File: src/rtl/pll_lock_supervisor.sv
// pll_lock_supervisor
//
// Consumer side of the PLL lock interface. Runs entirely in the PLL output clock domain.
// The asynchronous PLL lock flag is synchronized and must hold for a run of consecutive cycles
// before it counts as stable lock. After that the supervisor keeps downstream logic in reset for
// a few more cycles, then releases reset and raises ready. While running, it emits a periodic
// one-cycle tick and counts every lock loss. The count saturates instead of wrapping.
//
// Ports:
//   clock           PLL output clock; all logic runs on its rising edge
//   reset           synchronous, active-high reset
//   locked          PLL lock flag, asynchronous to clock
//   sys_reset       synchronous active-high reset for downstream logic (high unless RUN)
//   ready           high only while in RUN
//   tick            one-cycle strobe every TICK_DIV cycles while in RUN
//   lock_loss_count number of lock losses seen in RUN, saturating at 255
//   state           current FSM state, for debug (0 WAIT_LOCK, 1 STABILIZE, 2 HOLD_RESET, 3 RUN)

module pll_lock_supervisor #(
    parameter int unsigned STABLE_CYCLES     = 1024,
    parameter int unsigned RESET_HOLD_CYCLES = 16,
    parameter int unsigned TICK_DIV          = 240
) (
    input  logic       clock,
    input  logic       reset,
    input  logic       locked,
    output logic       sys_reset,
    output logic       ready,
    output logic       tick,
    output logic [7:0] lock_loss_count,
    output logic [1:0] state
);

    localparam int unsigned StableW = $clog2(STABLE_CYCLES) + 1;
    localparam int unsigned HoldW   = $clog2(RESET_HOLD_CYCLES) + 1;
    localparam int unsigned DivW    = $clog2(TICK_DIV) + 1;

    localparam logic [StableW-1:0] StableLast = StableW'(STABLE_CYCLES - 1);
    localparam logic [HoldW-1:0]   HoldLast   = HoldW'(RESET_HOLD_CYCLES - 1);
    localparam logic [DivW-1:0]    DivLast    = DivW'(TICK_DIV - 1);

    typedef enum logic [1:0] {
        StWaitLock  = 2'd0,
        StStabilize = 2'd1,
        StHoldReset = 2'd2,
        StRun       = 2'd3
    } state_e;

    state_e             state_q;
    logic               sync1_q;
    logic               locked_s_q;
    logic [StableW-1:0] stable_cnt_q;
    logic [HoldW-1:0]   hold_cnt_q;
    logic [DivW-1:0]    div_q;
    logic [7:0]         loss_cnt_q;

    always_ff @(posedge clock) begin
        if (reset) begin
            sync1_q      <= 1'b0;
            locked_s_q   <= 1'b0;
            state_q      <= StWaitLock;
            stable_cnt_q <= '0;
            hold_cnt_q   <= '0;
            div_q        <= '0;
            loss_cnt_q   <= '0;
        end else begin
            // Two-flop synchronizer for the asynchronous lock flag.
            sync1_q    <= locked;
            locked_s_q <= sync1_q;

            // A lock drop is checked before any terminal count so that a loss arriving on the
            // same cycle a counter completes always wins.
            unique case (state_q)
                StWaitLock: begin
                    if (locked_s_q) begin
                        state_q      <= StStabilize;
                        stable_cnt_q <= '0;
                    end
                end
                StStabilize: begin
                    if (!locked_s_q) begin
                        state_q <= StWaitLock;
                    end else if (stable_cnt_q == StableLast) begin
                        state_q    <= StHoldReset;
                        hold_cnt_q <= '0;
                    end else begin
                        stable_cnt_q <= stable_cnt_q + StableW'(1);
                    end
                end
                StHoldReset: begin
                    if (!locked_s_q) begin
                        state_q <= StWaitLock;
                    end else if (hold_cnt_q == HoldLast) begin
                        state_q <= StRun;
                        div_q   <= '0;
                    end else begin
                        hold_cnt_q <= hold_cnt_q + HoldW'(1);
                    end
                end
                StRun: begin
                    if (!locked_s_q) begin
                        state_q <= StWaitLock;
                        div_q   <= '0;
                        if (loss_cnt_q != 8'hFF) begin
                            loss_cnt_q <= loss_cnt_q + 8'd1;
                        end
                    end else if (div_q == DivLast) begin
                        div_q <= '0;
                    end else begin
                        div_q <= div_q + DivW'(1);
                    end
                end
                default: begin
                    state_q <= StWaitLock;
                end
            endcase
        end
    end

    // Outputs are decoded straight from registers: no added latency and no combinational inputs.
    assign sys_reset       = (state_q != StRun);
    assign ready           = (state_q == StRun);
    assign tick            = (state_q == StRun) && (div_q == DivLast);
    assign lock_loss_count = loss_cnt_q;
    assign state           = state_q;

endmodule

File: config.mk
export PLATFORM = sky130hd
export DESIGN_NAME = pll_lock_supervisor
export DESIGN_NICKNAME = d
export VERILOG_FILES = /design/src/rtl/pll_lock_supervisor.sv
export SDC_FILE = /design/constraint.sdc
export NUM_CORES = 1
export LEC_CHECK = 0
export CAP_MARGIN = 0
export CELL_PAD_IN_SITES_DETAIL_PLACEMENT = 0
export CELL_PAD_IN_SITES_GLOBAL_PLACEMENT = 1
export CORE_MARGIN = 5
export CORE_UTILIZATION = 40
export DETAILED_ROUTE_END_ITERATION = 6
export GPL_ROUTABILITY_DRIVEN = 0
export GPL_TIMING_DRIVEN = 0
export HOLD_SLACK_MARGIN = 0.12
export PLACE_DENSITY = 0.82
export SETUP_SLACK_MARGIN = 0.05
export SLEW_MARGIN = 20
export SYNTH_ARGS = -nofsm -noshare
export SYNTH_HDL_FRONTEND = slang
export SYNTH_SLANG_ARGS = --single-unit
File: constraint.sdc
create_clock -name clock -period 5.5 [get_ports clock]
set_clock_uncertainty 0.1 [all_clocks]
set_input_delay 1.1 -clock clock [delete_from_list [all_inputs] [get_ports clock]]
set_output_delay 1.1 -clock clock [all_outputs]
set_load 0.02 [all_outputs]
==> summary.md, run 1 <==
| Metric | Value |
|---|---|
| Pin count of the biggest net entering global routing | 11 |
| Critical Path Source Type | flop |
| Final period utilization | 0.605 |
| Outcome | complete, no violations |
| Relative slew slack | 0.657 |
| Avg Cell Area, Syn | 8.76 um2 |
| Worst R2R End | hold_cnt_q[2] |
| Gate count of the mapped netlist | 221 |
| Hold Violations, Final | 0 |
| Max-Cap Viols | 0 |
| Ant diodes | 0 |
| Synth top cells by count | dfxtp_1, nand2_1, a21oi_1, nor2_1, nand3_1 |
| # clock sinks | 37 |
| Clk slew on worst S/H paths | 0.07 ns |
| Fin. max-slew vios | 0 |
| Comb pwr share | 0.032 |
| Arrival @ worst endpoint | 2.13 ns |
| P&R area growth vs syn | 15.7% |
| Hold Path Sink | locked_s_q |
| Initial Util | 0.410 |
| Most numerous cell in the Yosys netlist | dfxtp_1 |
| Final nets | 250 |
| Post-DP Area | 0.00216 mm2 |
| RSZ-0062 raised after global routing | false |
| Routed via count | 1,640 |
| Synth Flop Type | dfxtp_1 |
| Dpl hpwl | 2830 um |
| Num CTS Buffers | 5 |
| Initial antenna violation count | 0 |
| Crit Path Category | flop to primary output |
| P_sw | 0.104 mW |
| Cell Pwr Density | 209 mW/mm2 |
| Syn_nets | 229 |
| Clk pwr share | 0.392 |
| Vias per cell | 5.29 |
| Reg2reg setup slack | 3.48 ns |
| Maximum clock rate | 301 MHz |
| Post-route DRC | 0 |
| Post-synth EDFFs | 0 |
| GR Util All Layers | 0.138 |
| Residual overflow from global routing | 0 |
| Hold_buf cts | 0 |
| Die Area | 0.00633 mm2 |
| Die W | 79.6 um |
| Iteration-0 DRC Markers | 108 |
| Clock Latency Late Sink | 0.28 ns |
| Initial DRT Pass Iterations | 4 |
| Mapped Area | 0.00194 mm2 |
| #FFs+latches synth | 37 |
| Post-synth top area share | 0.383 |
| Proportion of layout cells with a drive suffix above 1 | 0.0823 |
| Switching Share | 0.223 |
| Required @ worst endpoint | 4.30 ns |
| Asr flop ratio synth | 0 |
| Fin area | 0.00224 mm2 |
| Dominant cell type by area after synthesis | dfxtp_1 |
| Finish-stage setup viols | 0 |
| Vias in the first global route | 1,556 |
| Max Root-Sink Buffers | 2 |
| TNS Setup | 0 ns |
| Max VDD drop | 0.142 mV |
| Std cell rows | 25 |
| H-tree depth | 2 |
| Port Buf Inserts | 14 |
| Register area share after synthesis | 0.383 |
| I/O pin count | 16 |
| Flop pwr share | 0.576 |
| Hold depth | 1 |
| Worst-Margin Slew | 0.514 ns |
| CTS tree | done |
| Pint | 0.364 mW |
| Cells on worst reg2reg path | 7 |
| Detail Route Antenna Nets | 0 |
| First-pass GRT wire length | 7020 um |
| Root Buffer | clkbuf_8 |
| # resized after CTS | 0 |
| Core area | 0.00472 mm2 |
| Crit-path max FO | 7 |
| Worst hold path type | flop to flop |
| Crit end category | primary output |
| Yosys warnings | 0 |
| Final WL | 4010 um |
| Postcts setup bufs | 0 |
| Hold_sp | sync1_q |
| Synth area leaders | dfxtp_1, a21oi_1, nand2_1 |
| Synth unique cells | 52 |
| Min Tclk post-route | 3.33 ns |
| Die Span Y | 79.6 um |
| P_leak | 0.779 nW |
| Wire length per cell | 12.9 um |
| Worst r2r src | hold_cnt_q[0] |
worst max path at each step:
| stage | startpoint | to | slack (ns) | cells past startpoint |
|---|---|---|---|---|
| after floorplan | div_q[0] | tick | 3.01 | 5 |
| after global placement | div_q[0] | tick | 2.47 | 6 |
| after detailed placement | div_q[0] | tick | 2.49 | 6 |
| after CTS | div_q[0] | tick | 2.15 | 6 |
| after global routing | div_q[0] | tick | 2.02 | 6 |
| final | div_q[0] | tick | 2.17 | 6 |
sequential cells by signal, summed over array words and instances, names as in the netlist:
name / cells
lock_loss_count: 8
state: 2
stable_cnt_q: 11
hold_cnt_q: 5
sync1_q: 1
locked_s_q: 1
div_q: 9
placed cells by master (no fill, tap or decap), types with 2 or more instances in the layout:
master,Yosys,layout
nand4_1,3,3
nand4b_1,2,2
clkbuf_8,0,5
xor2_1,3,3
a311oi_1,3,3
inv_1,8,8
xnor2_1,4,4
buf_4,2,2
buf_6,2,2
a21o_1,2,2
nand3_4,2,2
a211oi_1,2,2
clkdlybuf4s50_1,0,14
dfxtp_1,37,37
and3_1,7,7
nand3_1,12,12
nand2_1,19,19
or3_1,3,3
o21ai_0,9,9
a21oi_1,18,18
ha_1,5,5
nand2b_1,4,4
and4_1,2,2
o31ai_1,5,5
or4_1,6,6
and2_1,3,3
a31oi_1,5,5
nor2b_1,2,2
nor2_1,18,18
nor3_1,4,4
o211ai_1,4,4
clkbuf_1,3,6
per-stage QoR:
stage	hold slack (ns)	setup slack, ns	power [mW]	std cells	utilization
global placement	0.319	2.47	0.291	302	0.457
finish	0.343	2.17	0.468	310	0.474
floorplan	0.314	3.01	0.286	221	-
detailed placement	0.330	2.49	0.291	302	0.457
global route	0.368	2.02	0.490	310	0.474
CTS	0.347	2.15	0.475	310	0.474
cells by family (layout without fill, tap and decap cells):
logic type | Yosys count | after routing | share of synthesized area
AOI/OAI and AO/OA | 57 | 57 | 0.204
xor gates and xnor gates | 7 | 7 | 0.0317
adders and majority gates | 5 | 5 | 0.0323
buffers and inverters | 16 | 38 | 0.0433
DFF | 37 | 37 | 0.383
muxes | 1 | 1 | 0.00517
and+or+nand+nor | 98 | 98 | 0.301
layout make-up:
cell class | count | area, um2
clock buffer | 8 | 80.1
timing repair buffer | 14 | 140
sequential | 37 | 741
fill | 462 | 2480
multi-input combinational | 168 | 1110
buffer | 8 | 53.8
tap | 67 | 83.8
inverter | 8 | 30.0
critical path, cell delays in order, from the launching register on:
cell and delay, ns:
dfxtp_1 0.38, ha_1 0.20, and3_1 0.16, clkbuf_1 0.27, nand3_1 0.12, nor2_1 0.10
clkdlybuf4s50_1 0.61
metal layers:
layer  wire length, um  share of wire  up-vias  GRT usage
met4                53          0.013        0     0.0515
met1              2080           0.52      755      0.187
met3               156          0.039        7     0.0384
li1                  -              -      859          -
met5                 0              0        -          0
met2              1720           0.43       19      0.207
power by group through the flow:
stage / Sequential, mW / Clock (mW) / Combinational, mW
floorplan: 0.276 / 0 / 0.0105
global placement: 0.276 / 0 / 0.0154
detailed placement: 0.276 / 0 / 0.0153
CTS: 0.270 / 0.190 / 0.0153
global route: 0.270 / 0.204 / 0.0168
finish: 0.270 / 0.184 / 0.0150
No activity file was read; power rests on OpenSTA's default activity.
==> inputs of run 2 (changes only) <==
Settings changed: CORE_UTILIZATION 40 to 39, PLACE_DENSITY 0.82 to 0.83.
Clock period 5.5 ns to 3 ns, I/O delays scaled along.
==> run 2 against run 1 <==
  * Total power increased by 82%
  * Setup slack got worse by 1.9 ns
  * Cell count decreased by 0.32%
  * Register-to-register slack got worse by 2.5 ns
  * Non-clock buffer count decreased by 1
  * Clock power increased by 80%
  * First-iteration DRC count decreased by 24%
  * Sequential share of layout area about the same
  * Die area increased by 2.2%
  * Global-route usage decreased by 0.96 points
  * Critical path depth decreased by 1
  * Flip-flop and latch count unchanged
==> summary.md, run 2 (synthesis gave the netlist of run 1 again) <==
| Metric | Value |
|---|---|
| Min Tclk post-route | 2.74 ns |
| I/O pin count | 16 (unchanged) |
| Relative slew slack | 0.615 (-0.0422) |
| GR Util All Layers | 0.128 (-0.00960) |
| Postcts setup bufs | 0 (unchanged) |
| Post-route DRC | 0 (unchanged) |
| Max-Cap Viols | 0 (unchanged) |
| Required @ worst endpoint | 2.30 ns (-2.00 ns) |
| Slowest CP cell | clkdlybuf4s50_1 |
| Flop pwr share | 0.579 (+0.003) |
| Proportion of layout cells with a drive suffix above 1 | 0.0950 (+0.0127) |
| Clk pwr share | 0.389 (-0.003) |
| Initial antenna violation count | 0 (unchanged) |
| Fin. max-slew vios | 0 (unchanged) |
| Num CTS Buffers | 5 (unchanged) |
| Cells on worst reg2reg path | 7 (unchanged) |
| P_leak | 0.782 nW (+0.42%) |
| Std cell rows | 25 (unchanged) |
| TNS Setup | 0 ns (unchanged) |
| Final WL | 3930 um (-2.0%) |
| Comb pwr share | 0.032 (about the same) |
| Die W | 80.5 um (+1.1%) |
| Core area | 0.00479 mm2 (+1.3%) |
| Vias in the first global route | 1,422 (-8.6%) |
| Crit Path Category | flop to primary output |
| Ant diodes | 0 (unchanged) |
| Clock Latency Late Sink | 0.28 ns (about the same) |
| Maximum clock rate | 365 MHz |
| Pint | 0.662 mW (+82%) |
| Port Buf Inserts | 14 (unchanged) |
| Finish-stage setup viols | 0 (unchanged) |
| CP bufs+invs | 1 (-1) |
| Outcome | complete, no violations |
| Cells after DPL | 302 (unchanged) |
| Worst r2r src | hold_cnt_q[0] |
| Die Area | 0.00647 mm2 (+2.2%) |
| Dpl hpwl | 2900 um (+2.5%) |
| Vias per cell | 5.39 (+1.8%) |
| Die Span Y | 80.5 um (+1.1%) |
| Final cell count without fillers | 309 (-0.32%) |
| Most frequent cells in the layout | dfxtp_1, nand2_1, nor2_1, a21oi_1, clkdlybuf4s50_1 |
| Hold_sp | sync1_q |
| First-pass GRT wire length | 6530 um (-7.0%) |
| Arrival @ worst endpoint | 2.04 ns (-0.09 ns) |
| Crit end category | primary output |
| Crit-path cells | ha_1 > and3_1 > nand3_1 > nor2_1 > clkdlybuf4s50_1 |
| Detail Route Antenna Nets | 0 (unchanged) |
| P&R area growth vs syn | 15.8% |
| Worst R2R End | hold_cnt_q[2] |
| Largest register FFs | 11 (unchanged) |
| Max VDD drop | 0.250 mV (+76%) |
| Iteration-0 DRC Markers | 82 (-24%) |
| Max Root-Sink Buffers | 2 (unchanged) |
| Hold Violations, Final | 0 (unchanged) |
| Switching Share | 0.224 (+0.00172) |
| Pin count of the biggest net entering global routing | 13 (+2) |
| Root Buffer | clkbuf_8 |
| FF+latch area | 741 um2 (unchanged) |
| RSZ-0062 raised after global routing | false |
| Crit-path max FO | 7 (unchanged) |
| Cell Pwr Density | 381 mW/mm2 (+82%) |
| Critical path's top delay family | buffers and inverters |
| Multi-input logic area | 0.00111 mm2 (unchanged) |
| Final period utilization | 0.913 |
| # clock sinks | 37 (unchanged) |
| Routed via count | 1,664 (+1.5%) |
| Clk slew on worst S/H paths | 0.07 ns (about the same) |
| Critical Path Source Type | flop |
| Initial Util | 0.404 (-0.00536) |
| P_sw | 0.192 mW (+84%) |
| Initial DRT Pass Iterations | 4 (unchanged) |
| Worst hold path type | flop to flop |
| Hold Path Sink | locked_s_q |
| Final Util | 0.468 (-0.00567) |
| Fillers | 473 (+2.4%) |
| Reg2reg setup slack | 0.96 ns (-2.52 ns) |
| CTS tree | done |
| Hold depth | 1 (unchanged) |
| Register bank with the most flops | stable_cnt_q |
| Most common cell after layout, fill and taps aside | dfxtp_1 |
| Wire length per cell | 12.7 um (-1.7%) |
| Worst-Margin Slew | 0.563 ns (+0.0487 ns) |
| Residual overflow from global routing | 0 (unchanged) |
| H-tree depth | 2 (unchanged) |
| Final nets | 249 (-0.40%) |
| Crit path largest cell delay | 0.61 ns (about the same) |
==> run 2: changes by cell type in the layout (fill, tap and decap cells not counted), sizes merged <==
cell	before	now
clkbuf	11	7
clkinv	0	2
clkinvlp	0	1
==> run 2: cell type report <==
type	instances	area share
clock buffers	5	0.0307
multi-input cells	168	0.496
flip-flops and latches	37	0.330
repair buffers	14	0.0625
well taps	67	0.0374
inverters	8	0.0134
clock inverters	3	0.00781
plain buffers	7	0.0223
==> run 2: how the worst max path moves through the flow <==
stage	startpoint	to	cells after the start
6_report	div_q[0]	tick	5
2_1_floorplan	div_q[0]	tick	5
3_5_place_dp	div_q[0]	tick	6
4_1_cts	div_q[0]	tick	6
5_1_grt	div_q[0]	tick	5
3_3_place_gp	div_q[0]	tick	6
==> run 2: what timing repair did <==
item                                   CTS  global route
gates resized for setup                  0             0
setup endpoints to repair                0             1
hold buffers                             0             0
endpoints found under the hold margin    0             0
==> run 2: power by group through the flow <==
stage,Sequential [mW],Clock (mW),Combinational [mW]
final,0.494,0.332,0.0274
after global routing,0.494,0.372,0.0301
after CTS,0.494,0.345,0.0281
after detailed placement,0.506,0,0.0282
after global placement,0.506,0,0.0282
after floorplan,0.506,0,0.0192
==> run 2: metrics by stage <==
| stage | total power [mW] | worst slack, ns | hold slack [ns] | cell area, um2 |
|---|---|---|---|---|
| 3_3_place_gp | 0.534 | 0.494 | 0.317 | 2160 |
| 6_report | 0.854 | 0.262 | 0.337 | 2240 |
| 4_1_cts | 0.867 | 0.154 | 0.341 | 2250 |
| 3_5_place_dp | 0.534 | 0.505 | 0.324 | 2160 |
| 2_1_floorplan | 0.525 | 1.01 | 0.314 | 1940 |
| 5_1_grt | 0.897 | 0.157 | 0.360 | 2240 |
==> run 2: routing by layer <==
layer / wire length [um] / track usage / part of all wire
met4: 44 / 0.0456 / 0.011
met3: 155 / 0.0314 / 0.039
met5: 0 / 0 / 0
met1: 1970 / 0.180 / 0.50
met2: 1770 / 0.189 / 0.45
